## config.mk

```make
export PLATFORM = sky130hd
export DESIGN_NAME = cmem_arbiter_flat
export DESIGN_NICKNAME = d
export VERILOG_FILES = /design/src/rtl/cmem_arbiter_pkg.sv /design/src/rtl/cmem_arbiter_if.sv /design/src/rtl/cmem_arbiter_rr_pick.sv /design/src/rtl/cmem_arbiter.sv /design/src/flat_wrapper.sv
export SDC_FILE = /design/constraint.sdc
export NUM_CORES = 1
export LEC_CHECK = 0
export CAP_MARGIN = 20
export CORE_AREA = 2 2 122 124
export DETAILED_ROUTE_END_ITERATION = 10
export DIE_AREA = 0 0 124 126
export PLACE_DENSITY = 0.8
export SYNTH_ARGS = -nofsm -noshare
export SYNTH_HDL_FRONTEND = slang
export SYNTH_SLANG_ARGS = --single-unit
```

## constraint.sdc

```tcl
create_clock -name clk -period 1.4 [get_ports clk]
set_input_delay 0.21 -clock clk [delete_from_list [all_inputs] [get_ports clk]]
set_output_delay 0.21 -clock clk [all_outputs]
set_load 0.05 [all_outputs]
```

## src/rtl/cmem_arbiter_pkg.sv

```systemverilog
// cmem_arb_pkg: shared types and helpers for the cmem arbiter.
//   arb_state_t : arbiter FSM state encoding
//   rr_pick_t   : {valid, idx} result of a round-robin pick
//   rr_encode() : rotate-and-priority-encode a request vector, starting
//                 the search just after the last granted port
package cmem_arb_pkg;

  typedef enum logic [1:0] {
    IDLE  = 2'd0,
    ISSUE = 2'd1,
    RESP  = 2'd2
  } arb_state_t;

  // Upper bound on the port count that the picker supports.
  localparam int unsigned RR_MAX_PORTS = 32;
  localparam int unsigned RR_IDX_W     = 5;

  typedef struct packed {
    logic                valid;
    logic [RR_IDX_W-1:0] idx;
  } rr_pick_t;

  // Visit ports last+1, last+2, ... (mod num_ports) and return the first
  // one that is requesting. Only the first num_ports offsets are live, so
  // the loop unrolls to a fixed mux tree for a constant num_ports.
  function automatic rr_pick_t rr_encode(input logic [RR_MAX_PORTS-1:0] req,
                                         input int unsigned num_ports,
                                         input int unsigned last);
    rr_pick_t            pick;
    logic [RR_IDX_W-1:0] cand;
    pick = '0;
    for (int unsigned ofs = 1; ofs <= RR_MAX_PORTS; ofs++) begin
      if (ofs <= num_ports) begin
        cand = RR_IDX_W'((last + ofs) % num_ports);
        if (!pick.valid && req[cand]) begin
          pick.valid = 1'b1;
          pick.idx   = cand;
        end
      end
    end
    return pick;
  endfunction

endpackage

```

## src/rtl/cmem_arbiter_if.sv

```systemverilog
// Bus interfaces for the cmem arbiter.
//   cmem_if : NUM_PORTS requester-side cmem ports, packed per port.
//             master = cache/requester side, slave = arbiter side.
//   pmem_if : single physical memory port.
//             master = arbiter side, slave = memory side.
interface cmem_if #(
  parameter int unsigned NUM_PORTS  = 2,
  parameter int unsigned ADDR_WIDTH = 32,
  parameter int unsigned DATA_WIDTH = 32
);
  logic [NUM_PORTS-1:0]                   cmem_read;
  logic [NUM_PORTS-1:0]                   cmem_write;
  logic [NUM_PORTS-1:0][DATA_WIDTH/8-1:0] cmem_byte_enable;
  logic [NUM_PORTS-1:0][ADDR_WIDTH-1:0]   cmem_address;
  logic [NUM_PORTS-1:0][DATA_WIDTH-1:0]   cmem_wdata;
  logic [NUM_PORTS-1:0]                   cmem_resp;
  logic [NUM_PORTS-1:0][DATA_WIDTH-1:0]   cmem_rdata;

  modport master (
    output cmem_read, cmem_write, cmem_byte_enable, cmem_address, cmem_wdata,
    input  cmem_resp, cmem_rdata
  );

  modport slave (
    input  cmem_read, cmem_write, cmem_byte_enable, cmem_address, cmem_wdata,
    output cmem_resp, cmem_rdata
  );
endinterface

interface pmem_if #(
  parameter int unsigned ADDR_WIDTH = 32,
  parameter int unsigned DATA_WIDTH = 32
);
  logic                    pmem_read;
  logic                    pmem_write;
  logic [DATA_WIDTH/8-1:0] pmem_byte_enable;
  logic [ADDR_WIDTH-1:0]   pmem_address;
  logic [DATA_WIDTH-1:0]   pmem_wdata;
  logic                    pmem_resp;
  logic [DATA_WIDTH-1:0]   pmem_rdata;

  modport master (
    output pmem_read, pmem_write, pmem_byte_enable, pmem_address, pmem_wdata,
    input  pmem_resp, pmem_rdata
  );

  modport slave (
    input  pmem_read, pmem_write, pmem_byte_enable, pmem_address, pmem_wdata,
    output pmem_resp, pmem_rdata
  );
endinterface

```

## src/rtl/cmem_arbiter_rr_pick.sv

```systemverilog
// rr_pick: combinational round-robin picker.
//   req   in  [NUM_PORTS]   per-port request
//   last  in  [IDX_W]       port granted most recently
//   valid out               at least one port is requesting
//   idx   out [IDX_W]       first requesting port after last, with wrap
// NUM_PORTS may not exceed cmem_arb_pkg::RR_MAX_PORTS.
import cmem_arb_pkg::*;

module rr_pick #(
  parameter int unsigned NUM_PORTS = 2,
  localparam int unsigned IDX_W    = $clog2(NUM_PORTS)
) (
  input  logic [NUM_PORTS-1:0] req,
  input  logic [IDX_W-1:0]     last,
  output logic                 valid,
  output logic [IDX_W-1:0]     idx
);

  logic [RR_MAX_PORTS-1:0] req_ext;
  rr_pick_t                pick;

  always_comb begin
    req_ext                = '0;
    req_ext[NUM_PORTS-1:0] = req;
    pick                   = rr_encode(req_ext, NUM_PORTS, 32'(last));
  end

  assign valid = pick.valid;
  assign idx   = pick.idx[IDX_W-1:0];

  // Upper index bits are always zero for small port counts.
  logic unused_pick_idx;
  assign unused_pick_idx = ^pick.idx;

endmodule

```

## src/rtl/cmem_arbiter.sv

```systemverilog
// cmem_arbiter: round-robin arbiter sharing one pmem port among NUM_PORTS
// cmem requesters. One outstanding transaction; all pmem fields come from
// registers, so no requester input reaches pmem combinationally.
//
// Ports
//   clk, rst                 clock, synchronous active-high reset
//   cmem (cmem_if.slave)     per-port read/write/be/address/wdata in,
//                            one-hot cmem_resp pulse and cmem_rdata out
//   pmem (pmem_if.master)    latched strobes and fields out, resp/rdata in
//   perf_count, perf_clear   only with CMEM_ARB_PERF_EN defined: per-port
//                            completed-transaction counters and their clear
//
// state | meaning
// IDLE  | sample requests, pick a port, latch its fields
// ISSUE | drive pmem from latched fields until pmem_resp
// RESP  | one-cycle cmem_resp pulse to the granted port
import cmem_arb_pkg::*;

module cmem_arbiter #(
  parameter int unsigned NUM_PORTS  = 2,
  parameter int unsigned ADDR_WIDTH = 32,
  parameter int unsigned DATA_WIDTH = 32
) (
  input  logic clk,
  input  logic rst,
  cmem_if.slave  cmem,
  pmem_if.master pmem
`ifdef CMEM_ARB_PERF_EN
  ,
  output logic [NUM_PORTS-1:0][31:0] perf_count,
  input  logic                       perf_clear
`endif
);

  localparam int unsigned IDX_W = $clog2(NUM_PORTS);
  localparam int unsigned BE_W  = DATA_WIDTH / 8;

  arb_state_t            state_q, state_d;
  logic [IDX_W-1:0]      grant_q, grant_d;
  logic [IDX_W-1:0]      last_q, last_d;
  logic                  rd_q, rd_d;
  logic                  wr_q, wr_d;
  logic [BE_W-1:0]       be_q, be_d;
  logic [ADDR_WIDTH-1:0] addr_q, addr_d;
  logic [DATA_WIDTH-1:0] wdata_q, wdata_d;
  logic [DATA_WIDTH-1:0] rdata_q, rdata_d;
  logic [NUM_PORTS-1:0]  resp_q, resp_d;

  logic [NUM_PORTS-1:0]  req;
  logic                  pick_valid;
  logic [IDX_W-1:0]      pick_idx;

  assign req = cmem.cmem_read | cmem.cmem_write;

  rr_pick #(.NUM_PORTS(NUM_PORTS)) u_rr_pick (
    .req   (req),
    .last  (last_q),
    .valid (pick_valid),
    .idx   (pick_idx)
  );

  always_comb begin
    state_d = state_q;
    grant_d = grant_q;
    last_d  = last_q;
    rd_d    = rd_q;
    wr_d    = wr_q;
    be_d    = be_q;
    addr_d  = addr_q;
    wdata_d = wdata_q;
    rdata_d = rdata_q;
    resp_d  = '0;
    unique case (state_q)
      IDLE: begin
        if (pick_valid) begin
          state_d = ISSUE;
          grant_d = pick_idx;
          // read wins when a port raises both strobes
          rd_d    = cmem.cmem_read[pick_idx];
          wr_d    = cmem.cmem_write[pick_idx] & ~cmem.cmem_read[pick_idx];
          be_d    = cmem.cmem_byte_enable[pick_idx];
          addr_d  = cmem.cmem_address[pick_idx];
          wdata_d = cmem.cmem_wdata[pick_idx];
        end
      end
      ISSUE: begin
        if (pmem.pmem_resp) begin
          state_d         = RESP;
          rdata_d         = pmem.pmem_rdata;
          last_d          = grant_q;
          rd_d            = 1'b0;
          wr_d            = 1'b0;
          resp_d[grant_q] = 1'b1;
        end
      end
      RESP: begin
        state_d = IDLE;
      end
      default: begin
        state_d = IDLE;
      end
    endcase
  end

  always_ff @(posedge clk) begin
    if (rst) begin
      state_q <= IDLE;
      grant_q <= '0;
      last_q  <= IDX_W'(NUM_PORTS - 1);
      rd_q    <= 1'b0;
      wr_q    <= 1'b0;
      be_q    <= '0;
      addr_q  <= '0;
      wdata_q <= '0;
      rdata_q <= '0;
      resp_q  <= '0;
    end else begin
      state_q <= state_d;
      grant_q <= grant_d;
      last_q  <= last_d;
      rd_q    <= rd_d;
      wr_q    <= wr_d;
      be_q    <= be_d;
      addr_q  <= addr_d;
      wdata_q <= wdata_d;
      rdata_q <= rdata_d;
      resp_q  <= resp_d;
    end
  end

  assign pmem.pmem_read        = rd_q;
  assign pmem.pmem_write       = wr_q;
  assign pmem.pmem_byte_enable = be_q;
  assign pmem.pmem_address     = addr_q;
  assign pmem.pmem_wdata       = wdata_q;
  assign cmem.cmem_resp        = resp_q;

  always_comb begin
    cmem.cmem_rdata = '0;
    for (int unsigned i = 0; i < NUM_PORTS; i++) begin
      if (grant_q == IDX_W'(i)) cmem.cmem_rdata[i] = rdata_q;
    end
  end

  always_ff @(posedge clk) begin
    if (!rst && state_q == IDLE && pick_valid)
      assert (!(cmem.cmem_read[pick_idx] && cmem.cmem_write[pick_idx]));
  end

`ifdef CMEM_ARB_PERF_EN
  logic [NUM_PORTS-1:0][31:0] perf_q, perf_d;

  always_comb begin
    perf_d = perf_q;
    if (perf_clear) perf_d = '0;
    else if (state_q == RESP) perf_d[grant_q] = perf_q[grant_q] + 32'd1;
  end

  always_ff @(posedge clk) begin
    if (rst) perf_q <= '0;
    else     perf_q <= perf_d;
  end

  assign perf_count = perf_q;
`endif

endmodule
```

## src/flat_wrapper.sv

```systemverilog
// flat-port wrapper written by rule: the top's interface ports become plain ports
module cmem_arbiter_flat 
#(
  parameter int unsigned NUM_PORTS  = 2,
  parameter int unsigned ADDR_WIDTH = 32,
  parameter int unsigned DATA_WIDTH = 32
)
  (clk, rst, cmem_cmem_read, cmem_cmem_write, cmem_cmem_byte_enable, cmem_cmem_address, cmem_cmem_wdata, cmem_cmem_resp, cmem_cmem_rdata, pmem_pmem_read, pmem_pmem_write, pmem_pmem_byte_enable, pmem_pmem_address, pmem_pmem_wdata, pmem_pmem_resp, pmem_pmem_rdata);
  cmem_if #(.NUM_PORTS(NUM_PORTS), .ADDR_WIDTH(ADDR_WIDTH), .DATA_WIDTH(DATA_WIDTH)) cmem_i ();
  pmem_if #(.ADDR_WIDTH(ADDR_WIDTH), .DATA_WIDTH(DATA_WIDTH)) pmem_i ();
  input  logic clk;
  input  logic rst;
  input wire logic [$bits(cmem_i.cmem_read)-1:0] cmem_cmem_read;
  input wire logic [$bits(cmem_i.cmem_write)-1:0] cmem_cmem_write;
  input wire logic [$bits(cmem_i.cmem_byte_enable)-1:0] cmem_cmem_byte_enable;
  input wire logic [$bits(cmem_i.cmem_address)-1:0] cmem_cmem_address;
  input wire logic [$bits(cmem_i.cmem_wdata)-1:0] cmem_cmem_wdata;
  output wire logic [$bits(cmem_i.cmem_resp)-1:0] cmem_cmem_resp;
  output wire logic [$bits(cmem_i.cmem_rdata)-1:0] cmem_cmem_rdata;
  output wire logic [$bits(pmem_i.pmem_read)-1:0] pmem_pmem_read;
  output wire logic [$bits(pmem_i.pmem_write)-1:0] pmem_pmem_write;
  output wire logic [$bits(pmem_i.pmem_byte_enable)-1:0] pmem_pmem_byte_enable;
  output wire logic [$bits(pmem_i.pmem_address)-1:0] pmem_pmem_address;
  output wire logic [$bits(pmem_i.pmem_wdata)-1:0] pmem_pmem_wdata;
  input wire logic [$bits(pmem_i.pmem_resp)-1:0] pmem_pmem_resp;
  input wire logic [$bits(pmem_i.pmem_rdata)-1:0] pmem_pmem_rdata;
  assign cmem_i.cmem_read = cmem_cmem_read;
  assign cmem_i.cmem_write = cmem_cmem_write;
  assign cmem_i.cmem_byte_enable = cmem_cmem_byte_enable;
  assign cmem_i.cmem_address = cmem_cmem_address;
  assign cmem_i.cmem_wdata = cmem_cmem_wdata;
  assign cmem_cmem_resp = cmem_i.cmem_resp;
  assign cmem_cmem_rdata = cmem_i.cmem_rdata;
  assign pmem_pmem_read = pmem_i.pmem_read;
  assign pmem_pmem_write = pmem_i.pmem_write;
  assign pmem_pmem_byte_enable = pmem_i.pmem_byte_enable;
  assign pmem_pmem_address = pmem_i.pmem_address;
  assign pmem_pmem_wdata = pmem_i.pmem_wdata;
  assign pmem_i.pmem_resp = pmem_pmem_resp;
  assign pmem_i.pmem_rdata = pmem_pmem_rdata;
  cmem_arbiter #(.NUM_PORTS(NUM_PORTS), .ADDR_WIDTH(ADDR_WIDTH), .DATA_WIDTH(DATA_WIDTH)) u_core (.clk(clk), .rst(rst), .cmem(cmem_i), .pmem(pmem_i));
endmodule
```

Word level (Yosys, flattened, before mapping)
Cells that the tools add are included.
Storage, ports and cells
  memory bits (read-only): 0
  memories kept: 0
  output and inout bits: 136
  bits in registers: 108
  input bits: 175
  latch bits: 0
  RAM bits: 0
Operators by class
  muxes and demuxes: 28
  multipliers: 0
  div/mod/pow operators: 0
  bitwise gates (word level): 5
  reductions and logical operators: 10
  add/subtract/negate cells: 2
  eq/ne operators: 3
  shift operators: 0
  magnitude comparators: 5
Operators by type and width (number)
  32-bit two-way mux: 6
  1-bit by 6-bit < comparator with 1-bit output (second input constant): 2
  1-bit two-way mux: 12
  6-bit two-way mux: 2
  4-bit two-way mux: 2
  2-bit AND reduction: 3
  1-bit by 2-bit < comparator with 1-bit output (second input constant): 2
  2-bit two-way mux: 2
  2-bit != test (second input constant): 2
  1-bit case mux with 2 select lines: 2
  2-bit case mux with 2 select lines: 1
  1-bit NOT: 3
  3-bit AND reduction: 1
  3-bit OR reduction: 1
  1-bit adder (second input constant): 2
  2-bit by 1-bit == test with 1-bit output (second input constant): 1
  1-bit logical AND: 2
  2-bit logical NOT: 1
  2-bit OR: 1
  2-bit nonzero test: 1
  1-bit bitwise AND: 1
  1-bit demux with 1-bit select: 1
  1-bit >= comparator (second input constant): 1
  1-bit logical NOT: 1

Logic depth before layout (Yosys ltp)
  word-level depth: 13
  depth in mapped cells: 7
  gate-level depth less buffers: 4

By module
From an unflattened synthesis, not the netlist that was laid out.
Unflattened totals
  cell total of the unflattened synthesis: 547
  area, all modules: 4906.0 sq um
Modules (own cells, without submodules)
  cmem_arbiter: cells an instance 545, area an instance 4892.2 sq um, times used 1
  rr_pick: cells an instance 2, area an instance 13.8 sq um, times used 1

Worst setup path after synthesis
Ideal clock, no wire load.
  kind: flip-flop to output port
  start point: reg u_core.grant_q
  end point: out cmem_cmem_rdata[36]
  required time: 1.190 ns
  path buffers: 2
  slack: -0.103 ns
  cell stages (with the launch flop): 4
  arrival: 1.293 ns
  cell sequence: dfxtp_1 clkbuf_1 clkbuf_1 and2_1
On the way
  word-level cells in the longest chain between the ends: 1
Ends and longest elaborated chain
  from (decl): RTL line cmem_arbiter.sv:39  | logic [IDX_W-1:0] grant_q, grant_d;
  from (signal assigned): RTL line cmem_arbiter.sv:119  | grant_q <= grant_d;
  32-bit two-way mux: RTL line cmem_arbiter.sv:141  | if (grant_q == IDX_W'(i)) cmem.cmem_rdata[i] = rdata_q;
  to (decl): RTL line flat_wrapper.sv:19  | output wire logic [$bits(cmem_i.cmem_rdata)-1:0] cmem_cmem_rdata;
Every way passes these cells.

Worst setup path after layout
  start point: reg u_core.grant_q
  end point: out cmem_cmem_rdata[14]
Same word-level chain as after synthesis.

==> summary.txt <==
Critical path
  • Critical path startpoint category: flip-flop
  • CP endpoint kind: primary output
  • CP Class: flip-flop to primary output
  • Crit-path max FO: 22
  • Crit path arrival time: 1320 ps
  • Worst EP required: 1190 ps

CTS
  • Deepest clock path buffer count: 2
  • Clk sinks: 108
  • CTS tree: yes
  • Later-pin clock latency in the skew report: 350 ps
  • Cts bufs inserted: 9
  • Clk slew on worst S/H paths: 70 ps
  • # H-tree levels: 3
  • Post-cts hold buffer count: 0
  • Root Driver: clkbuf_16

Timing
  • Max_slew headroom: 78.8%
  • Post-Route Setup TNS: -3570 ps
  • Final cycle utilization of the critical path: 109%
  • Post-route setup slack: -127 ps
  • Period minus WS final: 1530 ps
  • RSZ-0062 raised after global routing: yes
  • Final setup fails: 63
  • Fmax: 0.655 GHz
  • Max-slew violations: 0
  • Worst-Margin Slew: 317 ps
  • Final Hold Fails: 0
  • Worst Clk Skew: 6.80 ps

Synth
  • Post-synthesis sequential area ratio: 45.6%
  • Yosys cell types: 21
  • Mapped Nets: 801
  • Cell Area, Synth: 4740 sq um
  • Syn Inst Count: 626
  • Yosys warning total: 0
  • Yosys reg bits: 108
  • Syn avg cell area: 7.57 sq um

GRT
  • Initial antenna violation count: 0
  • Largest net degree at the start of global routing: 46
  • GRT overflow: 0
  • GRT Total Usage: 25.4%
  • First-pass GRT wire length: 30600 microns
  • Vias in the first global route: 5822

Pwr
  • Pleak: 0.00420 uW
  • Pwr per Cell Area: 1090 nW/um^2
  • Logic gate share of total power: 40.3%
  • Switch Pwr: 3790 uW
  • P_int: 7420 uW
  • Overall power: 11200 uW
  • Worst VDD drop: 0.000656 V
  • Clock share of power: 26.6%
  • Seq pwr share: 33.1%
  • Sw frac: 33.8%

Floorplan
  • Row cnt: 44
  • Core Region: 14300 sq um
  • DIE WIDTH: 124 microns
  • Io pins: 311
  • Die Y: 126 microns
  • Initial Util: 33.1%
  • Total Die Area: 15600 sq um

Finish
  • Layout cell share with drive strength beyond 1: 32.3%
  • Fill cell count: 1025
  • Final cell count without fillers: 1134
  • Most common cell after layout, fill and taps aside: clkdlybuf4s50_1
  • Commonest cells after routing, fill and taps aside: 169 x clkdlybuf4s50_1, 137 x nand2_1, 123 x buf_12
  • Area growth, synth to finish: 118%
  • N_diodes: 0
  • Layout Nets: 1120

Hold path
  • Tightest Hold Check Type: input port to flip-flop

Detailed routing
  • Number of routed nets with antenna violations: 0
  • Post-route DRC: 0
  • DRT Pass-1 Iters: 4
  • Via/cell ratio: 5.13
  • Via count: 5817
  • Initial detailed-routing violation count: 271
  • WL/cell: 18.4 microns
  • Routed WL: 20800 microns

Placement
  • Port Buf Inserts: 310
  • Post-Place Cells: 1105
  • GP Congestion: 0.788
  • DP HPWL: 14100 microns

Run status
  • Failing checks: negative setup slack
  • Status: complete, but fails checks

Job
  • Maxcap violations: 0
[worst max-delay path, stage by stage, from the launching register on]
cell and delay [ps]:
dfxtp_4 400, buf_16 190, nor2b_1 160, buf_4 220
[cells by family after synthesis]
group	Yosys count	share of synthesized area (%)
flip-flops	108	45.6
buffers and inverters	56	5.20
AO/OA/AOI/OAI	178	22.6
AND/OR/NAND/NOR	284	26.5
[worst paths after layout]
check | start | endpoint | slack, ps | depth (start not counted)
setup / recovery | u_core.grant_q$_SDFFE_PP0P_ | cmem_cmem_rdata[14] | -130 | 3
hold / removal | rst | u_core.pmem.pmem_wdata[6]$_SDFFE_PP0P_ | 220 | 2
setup reg to reg | u_core.state_q[0]$_SDFFE_PP0P_ | u_core.pmem.pmem_address[13]$_SDFFE_PP0P_ | 0 | 6
hold reg to reg | u_core.rdata_q[29]$_SDFFE_PP0N_ | u_core.rdata_q[29]$_SDFFE_PP0N_ | 470 | 2
[layer usage]
layer  wire length [microns]  track usage, %  up-vias
li1                        -               -     2750
met1                    7470            28.0     2754
met2                   10900            44.7      268
met3                    1790            7.47       45
met4                     662            10.9        0
met5                       0               0        -
[synth_stat cells]
cell type / number / area, sq um
a211oi_2: 1 / 12.5
or3b_2: 1 / 8.76
buf_4: 2 / 15.0
nor3_1: 1 / 5.00
nand2_1: 137 / 514
or3_1: 1 / 6.26
nand2b_1: 1 / 6.26
o21ai_1: 2 / 10.0
dfxtp_1: 108 / 2160
nand3_1: 2 / 10.0
buf_2: 23 / 115
and2_1: 33 / 206
and3b_1: 1 / 8.76
nand3b_1: 2 / 15.0
clkbuf_1: 31 / 116
a211o_1: 1 / 8.76
a21oi_1: 105 / 526
nor2b_1: 33 / 206
o21ai_0: 1 / 5.00
a211oi_1: 68 / 510
nor2_1: 72 / 270
[area by class of cell]
class / instances / area, sq um / share of cell area [%]
Clock buffer: 10 / 239 / 2.31
Clock inverter: 6 / 111 / 1.08
Multi-Input combinational cell: 462 / 2660 / 25.8
Sequential cell: 108 / 2170 / 21.0
Tap cell: 184 / 230 / 2.23
Timing Repair Buffer: 364 / 4910 / 47.6
[through the flow]
stage	setup slack, ps	cell area, sq um	hold slack (ps)	utilization, %
floorplan	-35.4	4770	346	-
global placement	-515	9320	448	65.1
detailed placement	-544	9320	454	65.1
CTS	-104	10000	207	70.2
global route	-173	10300	212	72.2
finish	-127	10300	215	72.2
[sequential cells by signal, indices dropped and copies added, names as in the netlist]
signal,count
u_core.state_q,2
u_core.pmem.pmem_write,1
u_core.cmem.cmem_resp,2
u_core.pmem.pmem_wdata,32
u_core.grant_q,1
u_core.pmem.pmem_byte_enable,4
u_core.rdata_q,32
u_core.last_q,1
u_core.pmem.pmem_read,1
u_core.pmem.pmem_address,32
[what timing repair did]
action / in CTS / in global routing
pin swaps: 33 / 17
setup endpoints to repair: 132 / 127
gates cloned: 4 / 1
resized for setup: 59 / 81
buffers inserted: 8 / 2
[power groups by stage]
stage	combinational (uW)	sequential, uW	clock [uW]
final	4520	3710	2980
after global routing	4740	3750	3160
after CTS	4390	3710	3040
after detailed placement	4140	3770	0
after global placement	4080	3760	0
after floorplan	1120	4480	0
No activity file was read; power rests on OpenSTA's default activity.
